==> src/rtl/btb_predictor.sv <==
// Direct-mapped branch target buffer with 2-bit direction counters, same-cycle
// lookup for fetch, resolution-port training, mispredict detection and stats.

module btb_entry #(
  parameter int XLEN  = 32,
  parameter int TAG_W = 26
) (
  input  logic             clk,
  input  logic             rst,
  input  logic             flush,
  input  logic             wr_en,
  input  logic [TAG_W-1:0] wr_tag,
  input  logic [XLEN-1:0]  wr_target,
  input  logic [1:0]       wr_ctr,
  input  logic             wr_jmp,
  output logic             valid,
  output logic [TAG_W-1:0] tag,
  output logic [XLEN-1:0]  target,
  output logic [1:0]       ctr,
  output logic             jmp
);

  // Flush only drops valid; payload fields are left as-is.
  always_ff @(posedge clk or negedge rst) begin
    if (!rst) begin
      valid  <= 1'b0;
      tag    <= '0;
      target <= '0;
      ctr    <= '0;
      jmp    <= 1'b0;
    end else if (flush) begin
      valid  <= 1'b0;
    end else if (wr_en) begin
      valid  <= 1'b1;
      tag    <= wr_tag;
      target <= wr_target;
      ctr    <= wr_ctr;
      jmp    <= wr_jmp;
    end
  end

endmodule

module btb_predictor #(
  parameter int ENTRIES = 16,
  parameter int XLEN    = 32,
  parameter int CNT_W   = 32
) (
  input  logic             clk,
  input  logic             rst,
  input  logic [XLEN-1:0]  lookup_pc,
  output logic             pred_taken,
  output logic [XLEN-1:0]  pred_target,
  input  logic             upd_valid,
  input  logic [XLEN-1:0]  upd_pc,
  input  logic             upd_is_branch,
  input  logic             upd_is_jump,
  input  logic             upd_taken,
  input  logic [XLEN-1:0]  upd_target,
  input  logic             upd_pred_taken,
  input  logic [XLEN-1:0]  upd_pred_target,
  input  logic             flush_all,
  output logic             mispredict,
  output logic [XLEN-1:0]  redirect_pc,
  output logic [CNT_W-1:0] ctl_cnt,
  output logic [CNT_W-1:0] miss_cnt
);

  localparam int IDX   = $clog2(ENTRIES);
  localparam int TAG_W = XLEN - IDX - 2;

  logic [ENTRIES-1:0]                 valid_q, jmp_q;
  logic [ENTRIES-1:0][TAG_W-1:0]      tag_q;
  logic [ENTRIES-1:0][XLEN-1:0]       target_q;
  logic [ENTRIES-1:0][1:0]            ctr_q;

  logic [IDX-1:0]   lk_idx, u_idx;
  logic [TAG_W-1:0] lk_tag, u_tag;
  logic             lk_hit, u_hit, upd_ctl;
  logic             wr_any, wr_jmp;
  logic [1:0]       wr_ctr;
  logic [XLEN-1:0]  wr_target;

  assign lk_idx = lookup_pc[IDX+1:2];
  assign lk_tag = lookup_pc[XLEN-1:IDX+2];
  assign u_idx  = upd_pc[IDX+1:2];
  assign u_tag  = upd_pc[XLEN-1:IDX+2];

  assign lk_hit      = valid_q[lk_idx] & (tag_q[lk_idx] == lk_tag);
  assign pred_taken  = lk_hit & (jmp_q[lk_idx] | ctr_q[lk_idx][1]);
  assign pred_target = pred_taken ? target_q[lk_idx] : lookup_pc + XLEN'(4);

  assign upd_ctl = upd_valid & (upd_is_branch | upd_is_jump);
  assign u_hit   = valid_q[u_idx] & (tag_q[u_idx] == u_tag);

  // Jump wins when both type flags are set; a miss that was not taken leaves the table alone.
  always_comb begin
    wr_any    = 1'b0;
    wr_ctr    = ctr_q[u_idx];
    wr_jmp    = jmp_q[u_idx];
    wr_target = target_q[u_idx];
    if (upd_ctl && !flush_all) begin
      if (u_hit) begin
        wr_any = 1'b1;
        if (upd_is_jump) begin
          wr_ctr    = 2'b11;
          wr_jmp    = 1'b1;
          wr_target = upd_target;
        end else if (upd_taken) begin
          wr_ctr    = (ctr_q[u_idx] == 2'b11) ? 2'b11 : ctr_q[u_idx] + 2'd1;
          wr_target = upd_target;
        end else begin
          wr_ctr    = (ctr_q[u_idx] == 2'b00) ? 2'b00 : ctr_q[u_idx] - 2'd1;
        end
      end else if (upd_taken) begin
        wr_any    = 1'b1;
        wr_jmp    = upd_is_jump;
        wr_ctr    = upd_is_jump ? 2'b11 : 2'b10;
        wr_target = upd_target;
      end
    end
  end

  for (genvar g = 0; g < ENTRIES; g++) begin : g_entry
    btb_entry #(.XLEN(XLEN), .TAG_W(TAG_W)) u_entry (
      .clk       (clk),
      .rst       (rst),
      .flush     (flush_all),
      .wr_en     (wr_any && (u_idx == IDX'(g))),
      .wr_tag    (u_tag),
      .wr_target (wr_target),
      .wr_ctr    (wr_ctr),
      .wr_jmp    (wr_jmp),
      .valid     (valid_q[g]),
      .tag       (tag_q[g]),
      .target    (target_q[g]),
      .ctr       (ctr_q[g]),
      .jmp       (jmp_q[g])
    );
  end

  // A non-control instruction predicted taken is itself a mispredict; fall through.
  always_comb begin
    mispredict  = 1'b0;
    redirect_pc = upd_pc + XLEN'(4);
    if (upd_valid) begin
      if (upd_ctl) begin
        mispredict = (upd_pred_taken != upd_taken) |
                     (upd_taken & (upd_pred_target != upd_target));
        if (upd_taken) redirect_pc = upd_target;
      end else begin
        mispredict = upd_pred_taken;
      end
    end
  end

  always_ff @(posedge clk or negedge rst) begin
    if (!rst) begin
      ctl_cnt  <= '0;
      miss_cnt <= '0;
    end else begin
      if (upd_ctl && (ctl_cnt != '1))     ctl_cnt  <= ctl_cnt + CNT_W'(1);
      if (mispredict && (miss_cnt != '1)) miss_cnt <= miss_cnt + CNT_W'(1);
    end
  end

endmodule

==> config.mk <==
export PLATFORM = sky130hd
export DESIGN_NAME = btb_predictor
export DESIGN_NICKNAME = d
export VERILOG_FILES = /design/src/rtl/btb_predictor.sv
export SDC_FILE = /design/constraint.sdc
export NUM_CORES = 2
export LEC_CHECK = 0
export BUFFER_PORTS_ARGS = -buffer_cell sky130_fd_sc_hd__buf_2
export CORE_UTILIZATION = 50
export DETAILED_ROUTE_END_ITERATION = 16
export GPL_TIMING_DRIVEN = 0
export HOLD_SLACK_MARGIN = 0.15
export PLACE_DENSITY = 0.67
export SLEW_MARGIN = 20
export SYNTH_ARGS = -nofsm -noshare
export SYNTH_HDL_FRONTEND = slang
export SYNTH_SLANG_ARGS = --single-unit
==> constraint.sdc <==
create_clock -name clk -period 4.8 [get_ports clk]
set_input_delay 0 -clock clk [delete_from_list [all_inputs] [get_ports clk]]
set_output_delay 0 -clock clk [all_outputs]
set_load 0.02 [all_outputs]
After elaboration in Yosys (flattened, before gate mapping)
Index checks and enable logic that the tools add are counted.

Bits in registers: 1056. Bits of input ports: 136. Logic and storage cells: 252.

Add/subtract/negate cells: 6. Order comparisons: 2. Equality and inequality tests: 22. Muxes and demuxes: 77. Bitwise gates (word level): 9. Reduce and logical (&&, ||, !) cells: 54.

Operator list (number): 2-to-1 mux 32 bit (10); binary-select mux 32 bit (select 4 bit) (2); binary-select mux 26 bit (select 4 bit) (2); adder 32 x 1 -> 32 bit (second input constant) (2); adder 32 x 3 -> 32 bit (second input constant) (2); != test 32 bit (second input constant) (2); equality test 26 bit (2); 2-to-1 mux 26 bit (2); 2-to-1 mux 1 bit (46); equality test 4 bit (second input constant) (8); != test 32 bit (1); AND reduction 2 bit (16); nonzero test 2 bit (16); logical AND 1 bit (19); 2-to-1 mux 2 bit (9); binary-select mux 1 bit (select 4 bit) (4); binary-select mux 2 bit (select 4 bit) (2); equality test 4 x 3 -> 1 bit (second input constant) (4); < comparator 4 x 5 -> 1 bit (second input constant) (2); equality test 4 x 2 -> 1 bit (second input constant) (2); AND 1 bit (5); equality test 4 x 1 -> 1 bit (second input constant) (1); zero test 4 bit (1); bitwise OR 1 bit (3); other kinds (7) (7).

Logic depth before layout (Yosys ltp)
Word-level depth: 9. Mapped depth: 18. Gate-level depth less buffers: 11.

Cells and area by module
Synthesis repeated with hierarchy kept, for this count alone.

Cells, all modules: 3903. Area, all modules: 63664.8 um2.

Modules (own cells, without submodules): btb_entry (times used 16, cells an instance 133, area an instance 2625.0 um2); btb_predictor (times used 1, cells an instance 1775, area an instance 21664.5 um2).

Worst setup path after synthesis
No wires, ideal clock.

Path type: in2reg. Start point: in upd_pc[2]. End point: reg g_entry[0].u_entry.target[27]. Setup time: 0.128 ns. Arrival time: 3.437 ns. Slack: 1.236 ns. Cell stages on the path: 11. Buffers on the path: 7. Cells stage by stage: buf_4 > buf_4 > buf_4 > buf_2 > buf_1 > buf_1 > mux4_2 > mux4_2 > mux2_4 > buf_4 > mux2_1.

Cells in the longest elaborated chain, start to end: 8. Elaborated cells between the ends (all ways): 17. Classes of those cells: eq/ne: 1; mux: 12; bitwise: 1; reduce/logical: 3.

Ends and longest elaborated chain: start, declared (RTL line 55) `input logic [XLEN-1:0] upd_pc,`; binary-select mux 26 bit (select 4 bit) (RTL line 94) `assign u_hit = valid_q[u_idx] & (tag_q[u_idx] == u_tag);`; 2-to-1 mux 26 bit (implied by the code) (RTL line 94); equality test 26 bit (RTL line 94); AND 1 bit (RTL line 94); 2-to-1 mux 1 bit (RTL line 103) `if (u_hit) begin`; 2-to-1 mux 1 bit (RTL line 102) `if (upd_ctl && !flush_all) begin`; logical AND 1 bit (RTL line 129) `.wr_en (wr_any && (u_idx == IDX'(g))),`; AND reduction 2 bit (no line); end signal, assigned (RTL line 36) `target <= wr_target;`; end, declared (RTL line 18) `output logic [XLEN-1:0] target,`.

Parallel ways exist; a longest one is shown, timed or not. The select of a mux whose other input is x is not followed. A chain may end at the register's enable or synchronous reset.

Worst setup path in the final report
Start point: in upd_pc[5]. End point: reg g_entry[11].u_entry.target[27].

Cells in the longest elaborated chain, start to end: 8. Elaborated cells between the ends (all ways): 17. Classes of those cells: eq/ne: 2; mux: 12; bitwise: 1; reduce/logical: 2.

Ends and longest elaborated chain (RTL line): binary-select mux 26 bit (select 4 bit) (94); 2-to-1 mux 26 bit (implied by the code) (94); equality test 26 bit (94); AND 1 bit (94); 2-to-1 mux 1 bit (103); 2-to-1 mux 1 bit (102); logical AND 1 bit (129); AND reduction 2 bit (no line); end signal, assigned (36); end, declared (18).

Parallel ways exist; a longest one is shown, timed or not. The select of a mux whose other input is x is not followed.

==> metrics.md <==
| Metric | Value |
|---|---|
| Hold Path Stages | 3 |
| Worst skew pair latency | 740 ps |
| R2R depth | 12 |
| Max_cap viols | 0 |
| Library cells used by synthesis | 67 |
| Maximum VDD drop | around 0.00032 V |
| Layout Area Growth over Synthesis | 14.3% |
| CP Capture Type | flip-flop |
| WHS Endpoint | g_entry[7].u_entry.tag[4] |
| Filler Cell Count | 9341 |
| Via count | ~41000 |
| CTS tree | built |
| Utilization after layout | between 50% and 60% |
| Combinational Power Share | 15.1% |
| Pwr dens | roughly 340 mW/mm^2 |
| Post-Syn Nets | about 4000 |
| Top cells by area, synth | dfrtp_1 (45%), mux4_2 (20%), mux2_2 (17%) |
| Internal power | around 17000 uW |
| Leakage power | about 0.031 uW |
| Hold_sp | upd_pc[10] |
| Initial antenna violation count | 18 |
| Fin. Hold Viols | 0 |
| Seq/Total Area, Yosys | around 45% |
| Main flop type after synthesis | dfrtp_1 |
| Switching Fraction | between 20% and 30% |
| Clk sinks | 1056 |
| Pre-CTS WS | -1380 ps |
| Synthesis Warnings | 0 |
| Initial Utilization | between 50 and 60% |
| Vias in the first global route | about 41000 |
| FF+latch count, synth | around 1100 |
| Syn_area_per_cell | between 10 and 15 um^2 |
| R2R Path Start | g_entry[14].u_entry.tag[21] |
| H-Tree Depth | 3 |
| Die ar. | around 0.12 mm^2 |
| Post-route ant nets | 0 |
| HPWL after detailed placement | 150 mm |
| Tcrit/Tclk final | 103% |
| Hold Crit Class | in -> reg |
| Final nets | 4527 |
| First-pass GRT wire length | a little over 300 mm |
| CP startpoint kind | input port |
| Vias per cell | a little under 7 |
| Share of cells above drive strength 1 | about half |
| Mapped cell area | roughly 0.059 mm^2 |
| Post-synth top area share | between 40% and 50% |
| Largest net degree at the start of global routing | 133 |
| Critical setup path kind | in -> reg |
| Failing checks | setup timing |
| Critical path fanouts, max | 10 |
| Skew final | around 25 ps |
| Slew margin rel. | 11.3% |
| Psw | roughly 6400 uW |
| Die Y | 344 um |
| Flop2flop setup slack | about 110 ps |
| # setup viols final | roughly 310 |
| Total power | roughly 23000 uW |
| Outcome | finished, violations left |
| Worst Max-Slew Pin Slew | approximately 1300 ps |
| Row cnt | ~130 |
| Clock Tree Root | clkbuf_16 |
| Top-level port count | ~270 |
| Initial DRC Count | a little under 5000 |
| Final wirelength | 216 mm |
| Slew Limit Fails | 0 |
| Die X | 344 um |
| Most frequent cell after synthesis | dfrtp_1 |
| GPL Wtd Cong | slightly above 1 |
| Fraction of power consumed by the clock network | just over 40% |
| Total gr overflow | 0 |
| Max Clock Freq | 202 MHz |
| Final Critical Period | 4950 ps |
| First-pass iteration count of the detailed router | 6 |
| Drt wl/cell | 35.8 um |
| Data required time of the worst path | 5400 ps |
| Post-synth EDFFs | 0 |
| Synth area leader | dfrtp_1 |
| Fin worst setup slack | -152 ps |
| Sequential share of power | 43.4% |
| PortBufs | around 260 |
| Post-DP Area | 0.0621 mm^2 |
| Async SR Flop Fraction | between 90% and 100% |
| Clock Path Buffers | 3 |
| Worst EP arrival | about 5600 ps |
| Syn Inst Count | 3925 |
| # DRC | 0 |
| Top cells by count, synth | dfrtp_1 (1056), mux2_2 (900), mux4_2 (532) |
| Post-layout instance area | 0.0670 mm^2 |
| Inserted Clock Buffers | roughly 120 |
| TNS Setup | -24830 ps |
| Core area | approximately 0.12 mm^2 |
| CTS clk-pin slew, worst paths | 60 ps |
| R2r endpoint | g_entry[11].u_entry.target[27] |
| Gr usage total | between 30% and 40% |
-- flip-flops by register name (all words and copies together), names as in the netlist --
register and count:
ctl_cnt 32, g_entry.u_entry.ctr 32, g_entry.u_entry.jmp 16, g_entry.u_entry.tag 416, g_entry.u_entry.target 512, g_entry.u_entry.valid 16, miss_cnt 32
-- placed cells by master, fill, tap and decap left out, drive strengths merged, types with 21 or more instances in the layout --
master	instances
mux2	1062
dfrtp	1056
mux4	532
buf	478
clkbuf	330
xnor2	150
mux2i	93
nand2	92
nor2	87
dlygate4sd3	58
nand4	57
xor2	48
o21ai	46
a21oi	44
nand3	41
inv	41
and3	35
clkinv	27
a22oi	25
nor3	21
-- routing by layer --
layer	part of all wire, %	vias to the layer above	track usage (%)
met3	13	586	13.4
met5	0.065	-	0
met2	43	2624	52.4
met1	39	21830	49.5
li1	-	16000	-
met4	5.6	20	18.2
-- area by class of cell --
cell class	count	area (um^2)	area share, %
clock buffers	169	3430	5.12
diodes	10	25.0	0.0374
well taps	1524	1910	2.85
inverters	37	139	0.207
plain buffers	359	1990	2.96
clock inverters	52	634	0.947
multi-input cells	2473	30200	45.0
repair buffers	340	2270	3.39
flip-flops and latches	1056	26400	39.4
-- worst max-delay path, cell delays in order --
cell	delay (ps)
buf_2	150
buf_2	310
buf_1	1000
mux4_2	430
mux2i_1	470
o21ai_1	140
xor2_1	210
nor3_1	280
nand3_1	210
or4b_1	590
o21ai_2	530
buf_6	340
mux2_4	370
buf_4	180
mux2_1	290
-- logic make-up (layout without fill, tap and decap cells) --
group	Yosys count	count (layout)	share of synthesized area [%]
muxes	1687	1687	42.6
adders and majority gates	7	7	0.149
and+or+nand+nor	396	396	3.68
AOI/OAI and AO/OA	185	185	2.02
DFF	1056	1056	45.1
buffers and inverters	396	957	3.43
xor gates and xnor gates	198	198	2.96
other	0	10	0
-- timing repair --
item | in CTS | in global routing
endpoints found under the setup margin | 550 | 690
setup buffers | 12 | 2
endpoints found under the hold margin | 954 | 0
hold buffers | 59 | 0
gates resized for setup | 22 | 18
pin swaps | 1 | 0
-- through the flow --
step           std cells  hold WS [ps]
2_1_floorplan       3925          -296
3_3_place_gp        5706           347
3_5_place_dp        5716          3.15
4_1_cts             6008           150
5_1_grt             6010           196
6_report            6020           213
-- worst max-delay path by stage --
stage | startpoint | end | slack [ps] | depth (start not counted)
after floorplan | upd_pc[2] | g_entry[0].u_entry.target[27] | 1240 | 11
after global placement | rst | g_entry[14].u_entry.target[11] | -20060 | 1
after detailed placement | upd_pc[4] | g_entry[15].u_entry.target[6] | -1380 | 15
after CTS | upd_pc[4] | g_entry[3].u_entry.jmp | 9 | 12
after global routing | lookup_pc[2] | pred_target[2] | -3 | 13
final | upd_pc[5] | g_entry[11].u_entry.target[27] | -150 | 15
-- power groups by stage --
stage	Clock [uW]	Sequential (uW)	Combinational, uW
floorplan	0	10000	2040
global placement	0	10100	3300
detailed placement	0	10100	3360
CTS	9620	9960	3420
global route	9960	10100	3640
finish	9560	9980	3490
Note: power is estimated with default switching activity, not from simulation.
